==> src/rtl/wb_commit_pkg.sv <==
// Shared constants and types for the writeback commit stage: register address
// width, default data width, the idle register encoding and source identifiers.
package wb_commit_pkg;

  localparam int REG_ADDR_W   = 5;
  localparam int XLEN_DEFAULT = 32;

  localparam logic [REG_ADDR_W-1:0] REG_ZERO = '0;

  typedef enum logic {
    SRC_ALU = 1'b0,
    SRC_LSU = 1'b1
  } src_e;

endpackage

==> src/rtl/wb_fifo.sv <==
// Per-source result buffer: DEPTH entries of {rd, data}, wrapping head/tail
// pointers, an occupancy count and a registered ready flag.
module wb_fifo
  import wb_commit_pkg::*;
#(
  parameter int DEPTH = 2,
  parameter int XLEN  = XLEN_DEFAULT
) (
  input  logic                  clk,
  input  logic                  rst,
  input  logic                  en,
  input  logic                  push,
  input  logic [REG_ADDR_W-1:0] push_rd,
  input  logic [XLEN-1:0]       push_data,
  input  logic                  pop,
  output logic                  ready,
  output logic                  empty,
  output logic [REG_ADDR_W-1:0] head_rd,
  output logic [XLEN-1:0]       head_data
);

  localparam int PW = $clog2(DEPTH);
  localparam int CW = $clog2(DEPTH + 1);
  localparam logic [CW-1:0] FULL = CW'(DEPTH);

  logic [REG_ADDR_W-1:0] rd_mem   [DEPTH];
  logic [XLEN-1:0]       data_mem [DEPTH];
  logic [PW-1:0]         head, tail;
  logic [CW-1:0]         count, count_nxt;

  // NOTE: every variable assigned in always_comb gets a default first so no latch is inferred.
  always_comb begin
    count_nxt = count;
    case ({push, pop})
      2'b10:   count_nxt = count + 1'b1;
      2'b01:   count_nxt = count - 1'b1;
      default: count_nxt = count;
    endcase
  end

  // NOTE: sequential state uses non-blocking assignments so all registers update from pre-edge values.
  always_ff @(posedge clk) begin
    if (rst) begin
      head  <= '0;
      tail  <= '0;
      count <= '0;
      ready <= 1'b1;
    end else if (en) begin
      if (push) tail <= tail + 1'b1;
      if (pop)  head <= head + 1'b1;
      count <= count_nxt;
      ready <= (count_nxt < FULL);
    end
  end

  // NOTE: storage is not reset; the count alone decides which entries are live.
  always_ff @(posedge clk) begin
    if (en && push) begin
      rd_mem[tail]   <= push_rd;
      data_mem[tail] <= push_data;
    end
  end

  assign empty     = (count == '0);
  assign head_rd   = rd_mem[head];
  assign head_data = data_mem[head];

endmodule

==> src/rtl/wb_commit.sv <==
// Writeback commit stage: arbitrates buffered ALU and LSU results onto the single
// register-file write port. WB_RR_EN selects round-robin; default is LSU-first.
module wb_commit
  import wb_commit_pkg::*;
#(
  parameter int DEPTH = 2,
  parameter int XLEN  = XLEN_DEFAULT
) (
  input  logic                  clk,
  input  logic                  rst,
  input  logic                  rdy,
  input  logic                  alu_valid,
  input  logic [REG_ADDR_W-1:0] alu_rd,
  input  logic [XLEN-1:0]       alu_data,
  output logic                  alu_ready,
  input  logic                  lsu_valid,
  input  logic [REG_ADDR_W-1:0] lsu_rd,
  input  logic [XLEN-1:0]       lsu_data,
  output logic                  lsu_ready,
  output logic [REG_ADDR_W-1:0] commit_rd,
  output logic [XLEN-1:0]       commit_data
);

  logic                  alu_empty, lsu_empty;
  logic [REG_ADDR_W-1:0] alu_head_rd, lsu_head_rd;
  logic [XLEN-1:0]       alu_head_data, lsu_head_data;
  logic                  alu_in, lsu_in, alu_cand, lsu_cand;
  logic                  grant_alu, grant_lsu;
  logic                  alu_push, alu_pop, lsu_push, lsu_pop;
  logic [REG_ADDR_W-1:0] win_rd;
  logic [XLEN-1:0]       win_data;

`ifdef WB_RR_EN
  src_e rr_ptr;
`endif

  always_comb begin
    // rd == 0 results complete the handshake but are dropped here.
    alu_in   = rdy && alu_valid && alu_ready && (alu_rd != REG_ZERO);
    lsu_in   = rdy && lsu_valid && lsu_ready && (lsu_rd != REG_ZERO);
    alu_cand = !alu_empty || alu_in;
    lsu_cand = !lsu_empty || lsu_in;
`ifdef WB_RR_EN
    grant_lsu = lsu_cand && (!alu_cand || rr_ptr == SRC_LSU);
`else
    grant_lsu = lsu_cand;
`endif
    grant_alu = alu_cand && !grant_lsu;

    alu_pop  = rdy && grant_alu && !alu_empty;
    lsu_pop  = rdy && grant_lsu && !lsu_empty;
    alu_push = alu_in && !(grant_alu && alu_empty);
    lsu_push = lsu_in && !(grant_lsu && lsu_empty);

    win_rd   = REG_ZERO;
    win_data = '0;
    if (grant_lsu) begin
      win_rd   = lsu_empty ? lsu_rd   : lsu_head_rd;
      win_data = lsu_empty ? lsu_data : lsu_head_data;
    end else if (grant_alu) begin
      win_rd   = alu_empty ? alu_rd   : alu_head_rd;
      win_data = alu_empty ? alu_data : alu_head_data;
    end
  end

  always_ff @(posedge clk) begin
    if (rst) begin
      commit_rd   <= REG_ZERO;
      commit_data <= '0;
    end else if (rdy) begin
      commit_rd   <= win_rd;
      commit_data <= win_data;
    end
  end

`ifdef WB_RR_EN
  // After any grant the other source gets priority on the next contention.
  always_ff @(posedge clk) begin
    if (rst) begin
      rr_ptr <= SRC_ALU;
    end else if (rdy && (grant_alu || grant_lsu)) begin
      rr_ptr <= grant_lsu ? SRC_ALU : SRC_LSU;
    end
  end
`endif

  wb_fifo #(.DEPTH(DEPTH), .XLEN(XLEN)) u_alu_fifo (
    .clk       (clk),
    .rst       (rst),
    .en        (rdy),
    .push      (alu_push),
    .push_rd   (alu_rd),
    .push_data (alu_data),
    .pop       (alu_pop),
    .ready     (alu_ready),
    .empty     (alu_empty),
    .head_rd   (alu_head_rd),
    .head_data (alu_head_data)
  );

  wb_fifo #(.DEPTH(DEPTH), .XLEN(XLEN)) u_lsu_fifo (
    .clk       (clk),
    .rst       (rst),
    .en        (rdy),
    .push      (lsu_push),
    .push_rd   (lsu_rd),
    .push_data (lsu_data),
    .pop       (lsu_pop),
    .ready     (lsu_ready),
    .empty     (lsu_empty),
    .head_rd   (lsu_head_rd),
    .head_data (lsu_head_data)
  );

endmodule

==> config.mk <==
export PLATFORM = sky130hd
export DESIGN_NAME = wb_commit
export DESIGN_NICKNAME = d
export VERILOG_FILES = /design/src/rtl/wb_commit_pkg.sv /design/src/rtl/wb_fifo.sv /design/src/rtl/wb_commit.sv
export SDC_FILE = /design/constraint.sdc
export NUM_CORES = 1
export LEC_CHECK = 0
export BUFFER_PORTS_ARGS = -buffer_cell sky130_fd_sc_hd__buf_2
export CAP_MARGIN = 30
export CORE_ASPECT_RATIO = 0.6
export CORE_MARGIN = 8
export CORE_UTILIZATION = 40
export DETAILED_ROUTE_END_ITERATION = 10
export GPL_ROUTABILITY_DRIVEN = 0
export GPL_TIMING_DRIVEN = 0
export PLACE_DENSITY = 0.64
export RECOVER_POWER = 25
export SYNTH_ARGS = -nofsm -noshare
export SYNTH_HDL_FRONTEND = slang
export SYNTH_SLANG_ARGS = --single-unit
==> constraint.sdc <==
create_clock -name clk -period 3.6 [get_ports clk]
set_input_delay 0.54 -clock clk [delete_from_list [all_inputs] [get_ports clk]]
set_output_delay 0.54 -clock clk [all_outputs]
set_load 0.02 [all_outputs]
# Yosys cells after proc, flatten, opt, wreduce, memory -nomap -nowiden
# Memory sizes are Yosys's and may differ from the RTL's. A register that Yosys moved wholly into a read port is not among the register bits.
# Cells that the tools add are included.
# word_totals
register_bits	47
ram_bits	148
in_bits	79
out_inout_bits	39
mem_count	4
# mem_list
memory	words	word_bits	rd	rd_clocked_by_memory_dff	wr	line_no	rtl
u_alu_fifo.data_mem	2	32	1	1	1	wb_fifo.sv:27	logic [XLEN-1:0] data_mem [DEPTH];
u_lsu_fifo.data_mem	2	32	1	1	1	wb_fifo.sv:27	
u_alu_fifo.rd_mem	2	5	1	1	1	wb_fifo.sv:26	logic [REG_ADDR_W-1:0] rd_mem [DEPTH];
u_lsu_fifo.rd_mem	2	5	1	1	1	wb_fifo.sv:26	
# op_classes
addsub	8
n_lt_le_gt_ge	2
eq_ne	4
n_mux	22
n_reduce_logical	32
# op_table
cell	n
two-way mux 32 bit	4
two-way mux 5 bit	4
logical AND 1 bit	17
two-way mux 1 bit	12
nonzero test 5 bit	2
one-hot mux 2 bit (2 select lines)	2
AND reduction 2 bit	4
logical NOT 1 bit	5
adder 1 bit (second input constant)	4
adder 2 x 1 -> 2 bit (second input constant)	2
== test 2 x 1 -> 1 bit (second input constant)	2
== test 2 bit (second input constant)	2
logical NOT 2 bit	2
< comparator 2 bit (second input constant)	2
subtractor 2 x 1 -> 2 bit (second input constant)	2
logical OR 1 bit	2

# Depth between registers and ports, before layout
# Gate-level depths: netlist of run 1.
# logic_depth
word_depth	12
ltp_mapped	9
depth_no_buf	9

# Hierarchy
# From an unflattened synthesis of run 1, not the netlist that was laid out.
# hier_totals
hier_cells	600
area_unflattened_um2	8617.0
# by_module_without_submodules
module	instances	cells_per_inst	area_per_inst_um2	seq_area_each_um2
wb_fifo	2	145	2919.0	2342.2
wb_commit	1	310	2778.9	740.7

# Worst setup path before layout of run 1
# OpenSTA, ideal clock, no wires.
# synth_timing
path_kind	input to register
from	in lsu_valid
to	mem u_alu_fifo.data_mem[0][0] (netlist bit) (enable)
setup_ns	0.431
arrival_time_ns	2.851
required_ns	3.169
setup_slack_ns	0.318
path_stages	5
path_buffers	0
path_cell_list	nand3_1 a22o_1 a21boi_0 inv_1 nor2_1
# synth_via
elab_chain_len	12
# synth_rtl
item	line_no	rtl
start, declared	wb_commit.sv:16	input logic lsu_valid,
logical AND 1 bit (3 in series)	wb_commit.sv:40	lsu_in = rdy && lsu_valid && lsu_ready && (lsu_rd != REG_ZERO);
logical OR 1 bit	wb_commit.sv:42	lsu_cand = !lsu_empty || lsu_in;
logical NOT 1 bit	wb_commit.sv:48	grant_alu = alu_cand && !grant_lsu;
logical AND 1 bit	wb_commit.sv:48	
logical AND 1 bit	wb_commit.sv:52	alu_push = alu_in && !(grant_alu && alu_empty);
logical NOT 1 bit	wb_commit.sv:52	
logical AND 1 bit	wb_commit.sv:52	
logical AND 1 bit	wb_fifo.sv:58	if (en && push) begin
two-way mux 1 bit	wb_fifo.sv:58	
two-way mux 1 bit (not written as such)	wb_fifo.sv:60	data_mem[tail] <= push_data;
end, declared	wb_fifo.sv:27	
# Every way passes these cells.

# Worst setup path after layout of run 1
# layout_timing
from	reg u_lsu_fifo.count[0]
to	reg u_alu_fifo.ready
# layout_via
elab_chain_len	11
word_cells_on_any_way	14
# layout_rtl
item	line_no	rtl
start, declared	wb_fifo.sv:29	logic [CW-1:0] count, count_nxt;
start signal, assigned	wb_fifo.sv:51	count <= count_nxt;
logical NOT 2 bit *	wb_fifo.sv:64	assign empty = (count == '0);
logical NOT 1 bit *	wb_commit.sv:42	
logical OR 1 bit *	wb_commit.sv:42	
logical NOT 1 bit *	wb_commit.sv:48	
logical AND 1 bit *	wb_commit.sv:48	
logical AND 1 bit	wb_commit.sv:52	
logical NOT 1 bit	wb_commit.sv:52	
logical AND 1 bit	wb_commit.sv:52	
== test 2 x 1 -> 1 bit or == test 2 bit (tied branches)	wb_fifo.sv:34	case ({push, pop})
one-hot mux 2 bit (2 select lines) *	wb_fifo.sv:34	
< comparator 2 bit *	wb_fifo.sv:52	ready <= (count_nxt < FULL);
end signal, assigned	wb_fifo.sv:52	
end, declared	wb_fifo.sv:16	output logic ready,
# Every way passes the cells marked *; elsewhere a longest branch is shown, timed or not.
# A chain may end at the register's enable or synchronous reset.

==> metrics.md, run 1 <==
| Metric | Value |
|---|---|
| Most used cell, CP | nor2_1 |
| Total length of routed wires | about 22000 microns |
| Placement Cell Area | roughly 9000 sq um |
| Top-count cell post-synth | edfxtp_1 |
| Overflow after GRT | 0 |
| Count of antenna-violating nets left after detailed routing | 0 |
| Number of distinct library cell variants in the gate-level netlist after synthesis | 34 |
| Post-Synth Simple-Gate Area | under 10% |
| Area fraction in compound gates after synthesis | between 10% and 20% |
| Hold crit path type | input port to flop |
| Design Power | between 4 and 5 mW |
| Clock root buffer | clkbuf_16 |
| Count of flip-flops with a built-in enable after synthesis | 148 |
| Clock tree buffer depth | 2 |
| Met2 global-route usage | about a quarter |
| Adder-cell area share of the yosys netlist | 0.3069% |
| Final setup violation count | 0 |
| Minimum hold slack | 315.9 ps |
| Synthesized instance count | 605 |
| Starting DRT DRC Count | approximately 420 |
| Total Routing Usage GR | about 18% |
| Pwr dens | 484.2 nW/um^2 |
| Top cell type's share of synthesized area | between 50% and 60% |
| Post-Route Skew | approximately 12 ps |
| Count of hold-fix buffers inserted at cts | 0 |
| P_leak | around 3 nW |
| Critical path launch point type | flop |
| Placement row count | 40 |
| Summed area of non-filler cells in the final layout | around 10000 sq um |
| Portion of netlist area occupied by mux cells | ~9.2% |
| Maximum vdd ir drop | approximately 0.00033 V |
| Path type of the worst setup path | flop to flop |
| Layout area overhead | 19.31% |
| Largest area contributor in the synthesized netlist | edfxtp_1 |
| Synth Register Bits | 197 |
| RSZ-0062 raised after global routing | no |
| Clock slew seen by the registers of the worst setup and hold paths | approximately 70 ps |
| Global-route wire length before repair | 34440 microns |
| Crit path DAT | approximately 3100 ps |
| Slew @ Worst Pin | 627.0 ps |
| Area inside the core boundary | about 20000 sq um |
| Most common library cells after synthesis | 148 x edfxtp_1, 74 x mux2i_1, 70 x nand2_1 |
| Final critical-path required period | approximately 2700 ps |
| Main area contributors after synthesis | edfxtp_1 55%, dfxtp_1 12%, mux2i_1 9.1% |
| Mapped Nets | around 690 |
| Die X-Extent | approximately 200 microns |
| Final-report max-slew violation count | 0 |
| Worst r2r dst | u_alu_fifo.ready |
| Number of violations of the max-capacitance limit | 0 |
| Met3 capacity usage during global routing | under 10% |
| Die extent in y | 126.6 microns |
| I/O pin total | 118 |
| Total Nets Final | 826 |
| Dominant combinational cell family by area after synthesis | compound AO/OA/AOI/OAI gates |
| Worst rel slew slack | 58.20% |
| DRC Markers | 0 |
| Avg Vias per Cell | 5.564 |
| Last element of the critical path | u_alu_fifo.ready |
| Ys async rst share | 0% |
| Achievable clock frequency | ~370 MHz |
| Post-CTS setup buffer count | 0 |
| Final hold viol count | 0 |
| Number of global-route vias before repair | around 6000 |
| Effective utilization at floorplan | between 40% and 50% |
| Launching point of the worst reg2reg path | u_lsu_fifo.count[0] |
| Worst setup timing slack at the placement stage | approximately 690 ps |
| Cell at the slowest stage of the critical path | dfxtp_1 |
| Max stage delay on crit path | roughly 480 ps |
| Post-synthesis sequential area ratio | approximately two thirds |
| Drt wl/cell | roughly 21 microns |
| Area enclosed by the die boundary | between 20000 and 30000 sq um |
| Prevailing post-synth register cell | edfxtp_1 |
| Post-route worst setup slack | ~880 ps |
| Total standard cell area after synthesis | 8153 sq um |
| Met1 GRT Util | 24.48% |
| Count of vias placed by the detailed router | about 5700 |
| TritonCTS clock tree | built |
| Most utilized layer in the global route result | met2 |
| Count of instances resized after the clock tree is built | 0 |
| Clock buffers created by TritonCTS | 17 |
| Fraction of final layout cells sized beyond drive strength 1 | 17.68% |
| Initial antenna violation count | 6 |
| Total of buffers placed on input and output ports | around 120 |
| XOR/XNOR share of the synthesized area | less than 1% |
| Pre-antenna DRT Iters | 5 |
| Run status | complete, no violations |
| Worst Reg2Reg Path Length in Cells | 7 |
| Critical Path Source | u_lsu_fifo.count[0] |
| CP endpoint kind | flop |
| Count of clock tree sinks | between 150 and 200 |
| Half-perimeter wire length of the detailed placement result | 15730 microns |
| Mean instance size in the synthesized netlist | between 10 and 15 sq um |
| CTS HTree Levels | 4 |
| Portion of the clock cycle consumed by the worst path in the final layout | 75.68% |
| Highest net fanout along the worst path | 10 |
| Setup slack, reg-to-reg | between 800 and 900 ps |
| Yosys Warn Count | 0 |
| Worst EP required | about 3900 ps |
| Pin count of the biggest net entering global routing | 38 |
| Source-to-sink clock delay at the later pin of the worst-skew pair | about 430 ps |
| HP Start | lsu_data[27] |
| Worst path cell trace | nor2_1, a22oi_2, buf_2, nor2_1, ha_1, or3_1, a311o_1 |
cells in the final DEF (no fill, tap or decap), types with 4 or more instances in the layout:
cell,n
buf_1,4
nor2b_1,6
edfxtp_1,148
xnor2_1,8
a311oi_1,37
inv_6,6
buf_2,84
mux2i_1,74
a31oi_1,5
clkbuf_16,17
o211ai_1,32
dfxtp_1,49
nor2_1,55
buf_6,4
clkbuf_1,73
o2111ai_1,37
nand2_1,70
through the flow:
stage	instances	setup TNS (ps)	utilization [%]
after global placement	995	-70060	45.36
after floorplan	605	0	-
after detailed placement	999	0	45.95
final	1032	0	48.59
after CTS	1031	0	48.88
after global routing	1032	0	48.59
state kept, by name, summed over array words and instances, names as in the netlist, 2 cells and up, named ones only:
signal	flops
u_lsu_fifo.data_mem	64
u_lsu_fifo.rd_mem	10
u_alu_fifo.data_mem	64
commit_rd	5
u_lsu_fifo.count	2
u_alu_fifo.rd_mem	10
commit_data	32
cells by family after synthesis:
family,after synthesis
AO/OA/AOI/OAI,124
XOR/XNOR,8
adder cells (fa/ha/maj),2
buffers and inverters,50
flip-flops,197
multiplexers,75
AND/OR/NAND/NOR,149
worst max-delay path, delay by kind of cell, from the launching register on:
family,cells,cell delay [ps]
buffers and inverters,1,350
adders and majority gates,1,340
DFF,1,480
and+or+nand+nor,3,620
AOI/OAI and AO/OA,2,820
routing by layer:
layer	wire, microns	vias up
met5	56	-
met4	238	10
met3	1850	26
met2	9555	252
met1	10470	2814
li1	-	2640
report_power, final:
| part | switching [mW] | leakage [nW] | internal, mW | total, mW |
|---|---|---|---|---|
| sequential | 0.0242 | 1.74 | 2.47 | 2.50 |
| combinational | 0.216 | 0.972 | 0.107 | 0.324 |
| clock | 0.903 | 0.278 | 0.985 | 1.89 |
cell type report:
| class | count | area (sq um) |
|---|---|---|
| antenna | 1 | 2.502 |
| inverter | 2 | 7.507 |
| sequential | 197 | 5425 |
| fill | 1803 | 10290 |
| clock buffer | 17 | 425.4 |
| tap | 273 | 341.6 |
| timing repair buffer | 121 | 619.3 |
| buffer | 48 | 230.2 |
| clock inverter | 15 | 161.4 |
| multi-input combinational | 358 | 2514 |
worst min path at each step:
stage / slack, ps / cells past startpoint / end
6_report: 320 / 1 / u_lsu_fifo.data_mem[0][27]
2_1_floorplan: 480 / 2 / flop
5_1_grt: 310 / 1 / u_alu_fifo.data_mem[0][1]
4_1_cts: 290 / 1 / u_lsu_fifo.data_mem[0][17]
3_3_place_gp: 480 / 2 / commit_rd[1]
3_5_place_dp: 480 / 2 / commit_data[18]
Power figures use the tool's default switching activity.
==> run 2: changes to the inputs <==
--- a/config.mk
+++ b/config.mk
@@ -5,6 +5,7 @@
 export SDC_FILE = /design/constraint.sdc
 export NUM_CORES = 1
 export LEC_CHECK = 0
+export ABC_AREA = 1
 export BUFFER_PORTS_ARGS = -buffer_cell sky130_fd_sc_hd__buf_2
 export CAP_MARGIN = 30
 export CORE_ASPECT_RATIO = 0.6
@@ -13,7 +14,7 @@
 export DETAILED_ROUTE_END_ITERATION = 10
 export GPL_ROUTABILITY_DRIVEN = 0
 export GPL_TIMING_DRIVEN = 0
-export PLACE_DENSITY = 0.64
+export PLACE_DENSITY = 0.66
 export RECOVER_POWER = 25
 export SYNTH_ARGS = -nofsm -noshare
 export SYNTH_HDL_FRONTEND = slang
==> constraint.sdc (replaced) <==
create_clock -name clk -period 2.4 [get_ports clk]
set_input_delay 0.36 -clock clk [delete_from_list [all_inputs] [get_ports clk]]
set_output_delay 0.36 -clock clk [all_outputs]
set_load 0.02 [all_outputs]
==> metrics.md, run 2 <==
| Metric | Value |
|---|---|
| Die extent in y | 127.7 microns (was 126.6 microns) |
| Area inside the core boundary | 20720 sq um (was 20020 sq um) |
| RSZ-0062 raised after global routing | no (unchanged) |
| Post-CTS setup buffer count | 0 (unchanged) |
| Run status | complete, no violations (unchanged) |
| Hold crit path type | input port to flop (unchanged) |
| Clock tree buffer depth | 2 (unchanged) |
| Avg Vias per Cell | 5.188 (was 5.564) |
| Pre-antenna DRT Iters | 5 (unchanged) |
| Achievable clock frequency | 463.2 MHz (was 367.1 MHz) |
| I/O pin total | 118 (unchanged) |
| Overflow after GRT | 0 (unchanged) |
| Mapped Nets | 874 (was 686) |
| P_leak | 3.609 nW (was 2.986 nW) |
| CTS HTree Levels | 4 (unchanged) |
| Count of hold-fix buffers inserted at cts | 0 (unchanged) |
| Global-route wire length before repair | 34460 microns (was 34440 microns) |
| Worst setup timing slack at the placement stage | 35.09 ps (was 688.0 ps) |
| Count of antenna-violating nets left after detailed routing | 0 (unchanged) |
| Most common library cells after synthesis | 232 x nand2_1, 148 x edfxtp_1, 64 x a31oi_1 (was 148 x edfxtp_1, 74 x mux2i_1, 70 x nand2_1) |
| Layout area overhead | 19.08% (was 19.31%) |
| TritonCTS clock tree | built (unchanged) |
| Count of clock tree sinks | 197 (unchanged) |
| Final critical-path required period | 2159 ps (was 2724 ps) |
| Ys async rst share | 0% (unchanged) |
| Initial antenna violation count | 0 (was 6) |
| Effective utilization at floorplan | 40.16% (was 40.72%) |
| Path type of the worst setup path | flop to flop (unchanged) |
| Number of violations of the max-capacitance limit | 0 (unchanged) |
| Top-count cell post-synth | nand2_1 (was edfxtp_1) |
| Number of distinct library cell variants in the gate-level netlist after synthesis | 32 (was 34) |
| Largest regs | u_alu_fifo.data_mem x64, u_lsu_fifo.data_mem x64, commit_data x32 (unchanged) |
| Worst EP required | 2460 ps (was 3930 ps) |
| Post-route worst setup slack | 241.3 ps (was 875.6 ps) |
| Total Routing Usage GR | 17.42% (was 17.52%) |
| Slew @ Worst Pin | 924.0 ps (was 627.0 ps) |
| Total standard cell area after synthesis | 8323 sq um (was 8153 sq um) |
| Starting DRT DRC Count | 472 (was 415) |
| Total Nets Final | 1012 (was 826) |
| Die X-Extent | 202.2 microns (was 200.3 microns) |
| Area enclosed by the die boundary | 25830 sq um (was 25360 sq um) |
| Worst rel slew slack | 38.40% (was 58.20%) |
| Critical path launch point type | flop (unchanged) |
| Maximum vdd ir drop | 0.0005209 V (was 0.0003287 V) |
| Leading cell type in the layout, fill and taps excluded | nand2_1 (was edfxtp_1) |
| Total of buffers placed on input and output ports | 115 (was 117) |
| Portion of the clock cycle consumed by the worst path in the final layout | 89.95% (was 75.68%) |
| Post-synthesis sequential area ratio | 65.18% (was 66.54%) |
| Setup slack, reg-to-reg | 240 ps (was 880 ps) |
| Post-Route Skew | 15.28 ps (was 11.90 ps) |
| Minimum hold slack | 126.8 ps (was 315.9 ps) |
| Clock root buffer | clkbuf_16 (unchanged) |
| Count of vias placed by the detailed router | 6350 (was 5742) |
| Final hold viol count | 0 (unchanged) |
| Synth Register Bits | 197 (unchanged) |
| Pwr dens | 790.6 nW/um^2 (was 484.2 nW/um^2) |
| Source-to-sink clock delay at the later pin of the worst-skew pair | 440 ps (was 430 ps) |
| Mean instance size in the synthesized netlist | 10.50 sq um (was 13.48 sq um) |
| Highest net fanout along the worst path | 37 (was 10) |
| Clock buffers created by TritonCTS | 17 (unchanged) |
| Synthesized instance count | 793 (was 605) |
| CP endpoint kind | flop (unchanged) |
| Fraction of final layout cells sized beyond drive strength 1 | 15.57% (was 17.68%) |
| Final setup violation count | 0 (unchanged) |
| Pin count of the biggest net entering global routing | 38 (unchanged) |
| Number of global-route vias before repair | 6270 (was 5987) |
| Count of flip-flops with a built-in enable after synthesis | 148 (unchanged) |
| Main area contributors after synthesis | edfxtp_1 53%, dfxtp_1 12%, nand2_1 10% (was edfxtp_1 55%, dfxtp_1 12%, mux2i_1 9.1%) |
| Placement row count | 41 (was 40) |
| Clock slew seen by the registers of the worst setup and hold paths | 70 ps (about the same) |
| Yosys Warn Count | 0 (unchanged) |
| DRC Markers | 0 (unchanged) |
| Drt wl/cell | 18.41 microns (was 21.48 microns) |
| Commonest cells after routing, fill and taps aside | 232 x nand2_1, 148 x edfxtp_1, 81 x clkbuf_1 (was 148 x edfxtp_1, 84 x buf_2, 74 x mux2i_1) |
| Largest area contributor in the synthesized netlist | edfxtp_1 (unchanged) |
| Top cell type's share of synthesized area | 53.40% (was 54.51%) |
| Half-perimeter wire length of the detailed placement result | 16180 microns (was 15730 microns) |
| Total length of routed wires | 22530 microns (was 22170 microns) |
| Prevailing post-synth register cell | edfxtp_1 (unchanged) |
| Crit path DAT | 2220 ps (was 3050 ps) |
| Final-report max-slew violation count | 0 (unchanged) |
-- run 2: changes by cell type after synthesis, moves of 7 or more --
cell | before | now
a21oi_1 | 3 | 46
a311oi_1 | 37 | 0
a31oi_1 | 5 | 64
inv_1 | 2 | 10
mux2i_1 | 74 | 0
nand2_1 | 70 | 232
nand3_1 | 2 | 41
nor2_1 | 58 | 45
o2111ai_1 | 37 | 0
o211ai_1 | 32 | 1
o21ai_0 | 3 | 41
or2_0 | 0 | 29
xnor2_1 | 8 | 1
-- run 2: worst max-delay path, stage by stage, from the launching register on --
cell and delay (ps):
dfxtp_1 360, nand2_1 140, nor2_8 150, nand2_2 90, nand2_4 100, o21ai_2 100, inv_2 70, nand2_1 70
inv_2 660
-- run 2: path summary, 6_finish.rpt --
path,start,end,cells after the start
setup reg to reg,u_lsu_fifo.ready,u_alu_fifo.data_mem[1][2],8
setup / recovery,u_lsu_fifo.ready,u_alu_fifo.data_mem[1][2],8
hold / removal,lsu_data[22],u_lsu_fifo.data_mem[0][22],1
hold reg to reg,u_lsu_fifo.head,u_lsu_fifo.head,1
-- run 2: layer usage --
layer	up-vias	GRT usage [%]	share of wire [%]
met5	-	0	0
met4	0	4.630	0.96
met3	19	4.543	7.3
met2	245	26.13	44
met1	3034	24.71	48
li1	3052	-	-
-- run 2: layout make-up --
type                    instances  area (sq um)
well taps                     279         349.1
diodes                          1         2.502
fillers                      1938         10810
flip-flops and latches        197          5425
plain buffers                  50         302.8
repair buffers                118         589.3
clock buffers                  22         444.2
multi-input cells             530          2560
clock inverters                10         168.9
inverters                      17         68.82
-- run 2: repair_timing --
| action | CTS | global route |
|---|---|---|
| endpoints found under the hold margin | 0 | 0 |
| gates resized for setup | 0 | 1 |
| setup endpoints to repair | 0 | 16 |
-- run 2: kinds of logic (layout without fill, tap and decap cells) --
kind of cell	count (synthesis)	after routing	synth area share, %
AOI/OAI and AO/OA	161	161	10.99
buffers and inverters	67	217	4.465
other	0	1	0
and+or+nand+nor	365	366	18.96
DFF	197	197	65.18
adders and majority gates	2	2	0.3006
xor gates and xnor gates	1	1	0.1053
-- run 2: stage by stage --
stage	power (mW)	util [%]	instance area, sq um	std cells	setup TNS [ps]
floorplan	4.505	-	8325	793	-39230
global placement	4.854	44.63	9250	1187	-158930
detailed placement	4.880	45.09	9345	1190	0
CTS	7.875	48.05	9958	1222	0
global route	8.130	47.81	9908	1223	0
finish	7.835	47.82	9911	1224	0
-- run 2: report_power, final --
| group | switching [mW] | internal [mW] | total, mW | leakage [nW] |
|---|---|---|---|---|
| logic | 0.633 | 0.327 | 0.960 | 1.57 |
| clock network | 1.27 | 1.76 | 3.03 | 0.298 |
| registers | 0.0636 | 3.78 | 3.85 | 1.74 |
==> run 3: changes to the inputs <==
--- a/config.mk
+++ b/config.mk
@@ -14,7 +14,7 @@
 export DETAILED_ROUTE_END_ITERATION = 10
 export GPL_ROUTABILITY_DRIVEN = 0
 export GPL_TIMING_DRIVEN = 0
-export PLACE_DENSITY = 0.66
+export PLACE_DENSITY_LB_ADDON = 0.05
 export RECOVER_POWER = 25
 export SYNTH_ARGS = -nofsm -noshare
 export SYNTH_HDL_FRONTEND = slang
==> metrics.md, run 3 (same netlist as run 2, synthesis figures left out) <==
| Metric | Value |
|---|---|
| Final hold viol count | 0 (unchanged) |
| Run status | complete, no violations (unchanged) |
| Final setup violation count | 0 (unchanged) |
| Worst setup timing slack at the placement stage | 123.8 ps (was 35.09 ps) |
| Cell at the slowest stage of the critical path | dfxtp_1 (was inv_2) |
| Cell depth of the worst setup path | 11 (was 8) |
| Total of buffers placed on input and output ports | 115 (unchanged) |
| Maximum vdd ir drop | 0.0005236 V (was 0.0005209 V) |
| Starting DRT DRC Count | 356 (was 472) |
| Final-report max-slew violation count | 0 (unchanged) |
| P_leak | 3.632 nW (was 3.609 nW) |
| Area enclosed by the die boundary | 25830 sq um (unchanged) |
| Highest net fanout along the worst path | 10 (was 37) |
| Post-route worst setup slack | 198.9 ps (was 241.3 ps) |
| Worst rel slew slack | 40.74% (was 38.40%) |
| Max stage delay on crit path | 430 ps (was 660 ps) |
| Total length of routed wires | 23360 microns (was 22530 microns) |
| Count of clock tree sinks | 197 (unchanged) |
| Placement row count | 41 (unchanged) |
| Crit path DAT | 2500 ps (was 2220 ps) |
| Worst Reg2Reg Path Length in Cells | 11 (was 8) |
| Total Routing Usage GR | 18.10% (was 17.42%) |
| Worst path cell trace | nor2_4, inv_2, buf_2, nand3_1, ha_1, inv_1, nand2_1, o21ai_0, nand3_1, nand2_1, a21oi_1 (was nand2_1, nor2_8, nand2_2, nand2_4, o21ai_2, inv_2, nand2_1, inv_2) |
| Fraction of final layout cells sized beyond drive strength 1 | 16.24% (was 15.57%) |
| Half-perimeter wire length of the detailed placement result | 16870 microns (was 16180 microns) |
| Count of instances resized after the clock tree is built | 0 (unchanged) |
| Layout area overhead | 19.57% (was 19.08%) |
| Source-to-sink clock delay at the later pin of the worst-skew pair | 440 ps (about the same) |
| Overflow after GRT | 0 (unchanged) |
| Inst Count DP | 1190 (unchanged) |
| Pre-antenna DRT Iters | 5 (unchanged) |
| Hold Path Depth | 1 (unchanged) |
| Clock slew seen by the registers of the worst setup and hold paths | 70 ps (about the same) |
| CTS HTree Levels | 4 (unchanged) |
| Clock tree buffer depth | 2 (unchanged) |
| Number of violations of the max-capacitance limit | 0 (unchanged) |
| Final Instance Count excl. Fillers | 1227 (was 1224) |
| Antenna cells | 0 (was 1) |
| Clock root buffer | clkbuf_16 (unchanged) |
| Count of vias placed by the detailed router | 6386 (was 6350) |
| Largest regs | u_alu_fifo.data_mem x64, u_lsu_fifo.data_mem x64, commit_data x32 (unchanged) |
| Hold crit path type | input port to flop (unchanged) |
| Pin count of the biggest net entering global routing | 38 (unchanged) |
| Post-Route Skew | 8.442 ps (was 15.28 ps) |
| DRC Markers | 0 (unchanged) |
| Initial antenna violation count | 0 (unchanged) |
| Path type of the worst setup path | flop to flop (unchanged) |
| Total Nets Final | 1016 (was 1012) |
| Commonest cells after routing, fill and taps aside | 232 x nand2_1, 148 x edfxtp_1, 78 x buf_2 (was 232 x nand2_1, 148 x edfxtp_1, 81 x clkbuf_1) |
| Portion of the clock cycle consumed by the worst path in the final layout | 91.71% (was 89.95%) |
| I/O pin total | 118 (unchanged) |
| Number of global-route vias before repair | 6488 (was 6270) |
| Die extent in y | 127.7 microns (unchanged) |
| Avg Vias per Cell | 5.205 (was 5.188) |
| Final critical-path required period | 2201 ps (was 2159 ps) |
| Area inside the core boundary | 20720 sq um (unchanged) |
| RSZ-0062 raised after global routing | no (unchanged) |
| Clock buffers created by TritonCTS | 17 (unchanged) |
| Total negative setup slack | 0 ps (unchanged) |
| Achievable clock frequency | 454.3 MHz (was 463.2 MHz) |
| Drt wl/cell | 19.04 microns (was 18.41 microns) |
| Count of antenna-violating nets left after detailed routing | 0 (unchanged) |
| Slew @ Worst Pin | 888.9 ps (was 924.0 ps) |
| Global-route wire length before repair | 35970 microns (was 34460 microns) |
| TritonCTS clock tree | built (unchanged) |
| Buffer and inverter count on the worst path | 3 (was 2) |
| Leading cell type in the layout, fill and taps excluded | nand2_1 (unchanged) |
| Count of hold-fix buffers inserted at cts | 0 (unchanged) |
| Effective utilization at floorplan | 40.16% (unchanged) |
| Die X-Extent | 202.2 microns (unchanged) |
| Critical path launch point type | flop (unchanged) |
| CP endpoint kind | flop (unchanged) |
| Crit-path leading delay family | simple AND/OR/NAND/NOR gates (was buffers and inverters) |
| Worst EP required | 2700 ps (was 2460 ps) |
| Pwr dens | 794.8 nW/um^2 (was 790.6 nW/um^2) |
-- run 3: cell types whose count changed in the layout (fill, tap and decap cells not counted), sizes merged --
cell and change:
clkinvlp +4, clkbuf -2, diode -1, inv -4, buf +6, clkinv +1, nor2 -1
-- run 3: cell type report --
class | instances | area [sq um]
inverter | 17 | 68.82
tap | 279 | 349.1
timing repair buffer | 123 | 613.1
fill | 1982 | 10770
clock buffer | 21 | 471.7
sequential | 197 | 5425
clock inverter | 11 | 172.7
buffer | 50 | 302.8
multi-input combinational | 529 | 2549
-- run 3: per-stage QoR --
stage / hold slack, ps / utilization [%] / area, sq um / total power, mW
floorplan: 425.7 / - / 8325 / 4.505
global placement: 431.6 / 44.63 / 9250 / 4.867
detailed placement: 443.6 / 45.02 / 9330 / 4.898
CTS: 92.14 / 48.13 / 9975 / 7.995
global route: 130.6 / 48.02 / 9952 / 8.202
finish: 135.3 / 48.02 / 9952 / 7.910
-- run 3: what timing repair did --
item	in CTS	in global routing
endpoints found under the setup margin	0	45
buffers inserted	0	5
hold endpoints to repair	0	0
-- run 3: where the power goes --
group	internal [mW]	switching, mW	total [mW]
Clock	1.84	1.27	3.10
Combinational	0.326	0.646	0.972
Sequential	3.78	0.0542	3.84
Total	5.95	1.96	7.91
-- run 3: worst paths after layout --
kind         slack [ps]                 from                          to
min reg2reg         470      u_lsu_fifo.head             u_lsu_fifo.head
max reg2reg         200  u_lsu_fifo.count[0]         u_lsu_fifo.count[1]
max                 200  u_lsu_fifo.count[0]         u_lsu_fifo.count[1]
min                 140         alu_data[16]  u_alu_fifo.data_mem[0][16]
-- run 3: layer usage --
metal	track usage [%]	vias to the layer above	part of all wire [%]
met4	6.797	0	1.8
met3	3.508	25	5.1
met1	24.26	3127	47
met5	0	-	0
met2	28.93	185	46
li1	-	3049	-
